## src/rtl/handler_pkg.sv

```systemverilog
// Shared definitions for the GAScore handler packet filter.
// Header field positions, word width and filter FSM states.
`timescale 1ns/1ps
package handler_pkg;

    localparam int WORD_W      = 64;
    localparam int DST_MSB     = 39;
    localparam int DST_LSB     = 24;
    localparam int HANDLER_MSB = 55;
    localparam int HANDLER_LSB = 52;

    typedef enum logic [1:0] {
        ST_HEADER,
        ST_STORE,
        ST_DROP
    } handler_filter_state_t;

    // Saturating increment for the 16-bit drop counter.
    function automatic logic [15:0] sat_inc16(input logic [15:0] v);
        return (v == 16'hFFFF) ? v : v + 16'd1;
    endfunction

endpackage

```

## src/rtl/handler_pkt_ram.sv

```systemverilog
// Packet buffer: one write port, one asynchronous read port.
// Kept standalone so it maps onto distributed/LUT RAM.
`timescale 1ns/1ps
module handler_pkt_ram
    import handler_pkg::*;
#(
    parameter int DEPTH = 32,
    parameter int AW    = $clog2(DEPTH)
) (
    input  logic              clock,
    input  logic              we,
    input  logic [AW-1:0]     waddr,
    input  logic [WORD_W:0]   wdata,
    input  logic [AW-1:0]     raddr,
    output logic [WORD_W:0]   rdata
);

    logic [WORD_W:0] mem [DEPTH];

    // Storage carries no reset; validity is tracked by the pointers.
    always_ff @(posedge clock) begin
        if (we) mem[waddr] <= wdata;
    end

    assign rdata = mem[raddr];

endmodule

```

## src/rtl/handler_pkt_filter.sv

```systemverilog
// Store-and-forward filter in front of the handler wrapper.
// Releases only whole packets whose destination is a local kernel.
`timescale 1ns/1ps
module handler_pkt_filter
    import handler_pkg::*;
#(
    parameter int NUM_KERNELS = 2,
    parameter int DEPTH       = 32
) (
    input  logic        clock,
    input  logic        reset_n,
    input  logic [63:0] axis_in_tdata,
    input  logic        axis_in_tlast,
    input  logic        axis_in_tvalid,
    output logic        axis_in_tready,
    input  logic [15:0] address_offset,
    output logic [63:0] axis_handler_tdata,
    output logic        axis_handler_tlast,
    output logic        axis_handler_tvalid,
    input  logic        axis_handler_tready,
    output logic [15:0] drop_count
);

    localparam int AW = $clog2(DEPTH);
    localparam int PW = AW + 1;
    localparam logic [PW-1:0] DEPTH_P = PW'(DEPTH);

    handler_filter_state_t state;

    logic [PW-1:0] wr_ptr;
    logic [PW-1:0] commit_ptr;
    logic [PW-1:0] rd_ptr;
    logic [PW-1:0] pkt_len;

    logic [15:0]   dst_rel;
    logic          hdr_ok;
    logic          full;
    logic          oversize;
    logic          in_hs;
    logic          out_hs;
    logic          we;
    logic [WORD_W:0] rdata;

    // Wrapping subtraction: destinations below the offset become huge.
    assign dst_rel  = axis_in_tdata[DST_MSB:DST_LSB] - address_offset;
    assign hdr_ok   = dst_rel < 16'(NUM_KERNELS);

    assign full     = (wr_ptr - rd_ptr) == DEPTH_P;
    assign oversize = (state == ST_STORE) && (pkt_len == DEPTH_P);

    // Discarding states never stall, so a full buffer cannot deadlock.
    assign axis_in_tready = reset_n &&
        ((state == ST_DROP) || oversize || !full);

    assign in_hs  = axis_in_tvalid && axis_in_tready;
    assign out_hs = axis_handler_tvalid && axis_handler_tready;

    assign we = in_hs &&
        (((state == ST_HEADER) && hdr_ok) ||
         ((state == ST_STORE) && !oversize));

    handler_pkt_ram #(
        .DEPTH (DEPTH),
        .AW    (AW)
    ) u_ram (
        .clock (clock),
        .we    (we),
        .waddr (wr_ptr[AW-1:0]),
        .wdata ({axis_in_tlast, axis_in_tdata}),
        .raddr (rd_ptr[AW-1:0]),
        .rdata (rdata)
    );

    // Only the committed region is visible downstream.
    assign axis_handler_tvalid = (rd_ptr != commit_ptr);
    assign axis_handler_tdata  = rdata[WORD_W-1:0];
    assign axis_handler_tlast  = rdata[WORD_W];

    // Filter FSM with write/commit/read pointers and drop counter.
    always_ff @(posedge clock or negedge reset_n) begin
        if (!reset_n) begin
            state      <= ST_HEADER;
            wr_ptr     <= '0;
            commit_ptr <= '0;
            rd_ptr     <= '0;
            pkt_len    <= '0;
            drop_count <= '0;
        end else begin
            if (out_hs) rd_ptr <= rd_ptr + 1'b1;
            if (in_hs) begin
                unique case (state)
                    ST_HEADER: begin
                        if (hdr_ok) begin
                            wr_ptr <= wr_ptr + 1'b1;
                            if (axis_in_tlast) begin
                                commit_ptr <= wr_ptr + 1'b1;
                                pkt_len    <= '0;
                            end else begin
                                pkt_len <= PW'(1);
                                state   <= ST_STORE;
                            end
                        end else begin
                            drop_count <= sat_inc16(drop_count);
                            if (!axis_in_tlast) state <= ST_DROP;
                        end
                    end
                    ST_STORE: begin
                        if (oversize) begin
                            wr_ptr     <= commit_ptr;
                            pkt_len    <= '0;
                            drop_count <= sat_inc16(drop_count);
                            state <= axis_in_tlast ? ST_HEADER : ST_DROP;
                        end else if (axis_in_tlast) begin
                            wr_ptr     <= wr_ptr + 1'b1;
                            commit_ptr <= wr_ptr + 1'b1;
                            pkt_len    <= '0;
                            state      <= ST_HEADER;
                        end else begin
                            wr_ptr  <= wr_ptr + 1'b1;
                            pkt_len <= pkt_len + 1'b1;
                        end
                    end
                    ST_DROP: begin
                        if (axis_in_tlast) state <= ST_HEADER;
                    end
                    default: state <= ST_HEADER;
                endcase
            end
        end
    end

endmodule
```

## config.mk

```make
export PLATFORM = sky130hd
export DESIGN_NAME = handler_pkt_filter
export DESIGN_NICKNAME = d
export VERILOG_FILES = /design/src/rtl/handler_pkg.sv /design/src/rtl/handler_pkt_ram.sv /design/src/rtl/handler_pkt_filter.sv
export SDC_FILE = /design/constraint.sdc
export NUM_CORES = 2
export LEC_CHECK = 0
export CAP_MARGIN = 0
export CORE_MARGIN = 2
export CORE_UTILIZATION = 56
export DETAILED_ROUTE_END_ITERATION = 12
export PLACE_DENSITY = 0.76
export SETUP_SLACK_MARGIN = 0.15
export SYNTH_ARGS = -nofsm -noshare
export SYNTH_HDL_FRONTEND = slang
export SYNTH_SLANG_ARGS = --single-unit
```

## constraint.sdc

```tcl
create_clock -name clock -period 5.1 [get_ports clock]
set_input_delay 0.765 -clock clock [delete_from_list [all_inputs] [get_ports clock]]
set_output_delay 0.765 -clock clock [all_outputs]
set_load 0.01 [all_outputs]
```

==> out/qor.yml <==
floorplanning:
  initial_core_util: 0.564
  die_h_um: 387
  rows: 140
  ioPinCount: 168
  dieWidth_um: 387
  coreArea_mm2: 0.146
  dieArea_mm2: 0.150
worst_setup_path:
  r2r_slack_ps: 1260
  rr_endpoint: "u_ram.mem[13][26]$_DFFE_PP_"
  critPathBufInv: 3
  worstSetupEndpointType: "primary output"
  cp-start-kind: "flip-flop"
  slowest_delay_ps: 780
  crit_slowest_cell: "dfrtp_4"
  reg2reg_from: "rd_ptr[1]$_DFFE_PN0P_"
  cp_max_fo: 40
  critPathKind: "reg2out"
  worstRegToRegCells: 13
  critPathLaunch: "rd_ptr[1]$_DFFE_PN0P_"
  path_cells: "buf_12, buf_12, mux4_2, mux4_2, nand2_1, nand2_1, clkdlybuf4s50_1"
  critPathArrivalTime_ps: 4100
  cp_top_family: "buffers and inverters"
  crit_required_ps: 4340
  endpoint: "axis_handler_tdata[40]"
  crit_cells: 7
sta:
  fin_skew_ps: 26.1
  tightest_slew_ps: 1050
  final_max_slew_viol_count: 0
  slew_headroom: 0.293
  hold_violations: 0
  fin_crit_sh: 0.955
  max_clock_freq_mhz: 205
  rsz0062_at_grt: "no"
  setup_viol: 0
  final.min_clock_period_ps: 4870
synthesis:
  synth_area_mm2: 0.0823
  async_flop_share: 0.0198
  synth_top_flop_cell: "edfxtp_1"
  yosys.cell_types.count: 69
  ys_ff_latch: 2122
  synth_top_cell_area_share: 0.759
  synthCells: 3541
  syn_area_per_cell_um2: 23.2
  synth_top_cells_by_area: "edfxtp_1 76%, mux4_2 18%, dfrtp_1 1.3%"
  seq_area_frac_synth: 0.772
  synth_edf_count: 2080
  synth_top_area_cell: "edfxtp_1"
  yosys_warnings: 0
  synth_fp_nets: 3654
pwr:
  ir_drop_mv: 0.568
  power.density_mw_per_mm2: 515
  p_leak_nw: 30.5
  finalPower_mw: 49.2
cts:
  cts_max_level: 4
  cts_root_buf: "clkbuf_16"
  clockBufferDepth: 3
  cts_tree: "yes"
  path_clk_slew_ps: 60
  clock-sinks: 2122
  clock_latency_ps: 830
  cts_buffers: 200
  post_cts_resized: 0
global_routing:
  grt_max_degree: 84
  grt_pass1_wl_um: 309000
  grtUsageTotal: 0.291
  antenna_found_initial: 11
  grt_pass1_vias: 41200
  grt_overflow_total: 0
worst_hold_path:
  hp-class: "reg2reg"
routing:
  drtIter0Drc: 6580
  first_pass_iters: 5
  postRouteAntennaNets: 0
  routed_wl_um: 216000
  via_count: 41400
  wire_per_inst_um: 35.7
  viasPerCell: 6.82
  drc: 0
run:
  drv_cap: 0
final_layout:
  fillerInstances: 8884
  fin_util: 0.656
  layout_commonest_cell: "edfxtp_1"
  final_layout_size_suffix_gt1_frac: 0.299
  seq_area_mm2: 0.0635
  area.growth.synth_to_final_pct: 16.2
  multiInputGateArea_mm2: 0.0181
  nNetsFinal: 4094
  layout_common_cells: "2080 x edfxtp_1, 650 x mux4_2, 226 x nand2_1"
place:
  dp_hpwl_um: 128000
  gp_congestion: 0.859
  io_buffers: 167
status:
  status: "complete, no violations"
[power breakdown]
group | switching [mW] | leakage [nW] | total (mW) | internal, mW
Clock | 6.45 | 3.11 | 14.8 | 8.31
Sequential | 0.161 | 19.2 | 19.3 | 19.2
Combinational | 7.99 | 8.15 | 15.1 | 7.14
Total | 14.6 | 30.5 | 49.2 | 34.6
[how the worst min path moves through the flow]
stage | startpoint | endpoint | slack, ps | cells past startpoint
6_report | drop_count[9]$_DFFE_PN0P_ | drop_count[9]$_DFFE_PN0P_ | 500 | 1
5_1_grt | drop_count[9]$_DFFE_PN0P_ | drop_count[9]$_DFFE_PN0P_ | 520 | 1
3_3_place_gp | drop_count[9]$_DFFE_PN0P_ | drop_count[9]$_DFFE_PN0P_ | 480 | 1
2_1_floorplan | reset_n | commit_ptr[0]$_DFFE_PN0P_ | 470 | 0
4_1_cts | drop_count[9]$_DFFE_PN0P_ | drop_count[9]$_DFFE_PN0P_ | 500 | 1
3_5_place_dp | drop_count[9]$_DFFE_PN0P_ | drop_count[9]$_DFFE_PN0P_ | 490 | 1
[through the flow]
step	worst slack [ps]	hold slack [ps]	cell area, µm²	setup TNS [ps]	instances
3_5_place_dp	-33.3	489	89100	-2130	5693
5_1_grt	211	517	95500	0	6066
6_report	232	496	95600	0	6071
3_3_place_gp	49.2	478	89100	0	5693
2_1_floorplan	387	469	82300	0	3541
4_1_cts	229	498	95500	0	6066
[area by class of cell]
| class | count | area share |
|---|---|---|
| flip-flops and latches | 2122 | 0.665 |
| multi-input cells | 1213 | 0.189 |
| clock buffers | 255 | 0.0563 |
| repair buffers | 415 | 0.0521 |
| well taps | 1917 | 0.0251 |
| clock inverters | 115 | 0.0110 |
| inverters | 29 | 0.00124 |
| diodes | 5 | 0.000131 |
[cell families after synthesis]
kind of cell | synth area share
fa+ha+maj | 0.00435
buf+inv | 0.00981
flops | 0.772
simple gates | 0.0224
mux | 0.179
xor+xnor | 0.00426
compound gates | 0.00764
[what timing repair did]
item / CTS / global route
hold buffers: 1 / 0
setup endpoints to repair: 27 / 0
setup buffers: 2 / 0
hold endpoints to repair: 42 / 0
[synth_stat cells (17+ instances only)]
cell	count
a21oi_1	24
and3_1	45
buf_1	43
clkbuf_1	127
dfrtp_1	42
edfxtp_1	2080
ha_1	27
inv_1	27
mux4_2	650
nand2_1	226
nand3_1	23
nand4_1	17
nor2_1	26
o21ai_0	18
xnor2_1	28
[layer usage]
layer	part of all wire	vias up	track usage
met3	0.096	436	0.0429
met4	0.040	10	0.103
met5	0.00027	-	0
met1	0.35	22000	0.396
met2	0.51	2997	0.488
li1	-	16000	-
[flip-flops by register name, summed over array words and instances, names as in the netlist]
name,count
u_ram.mem,2080
drop_count,16
wr_ptr,6
state,2
commit_ptr,6
pkt_len,6
rd_ptr,6
No activity file was read; power rests on OpenSTA's default activity.
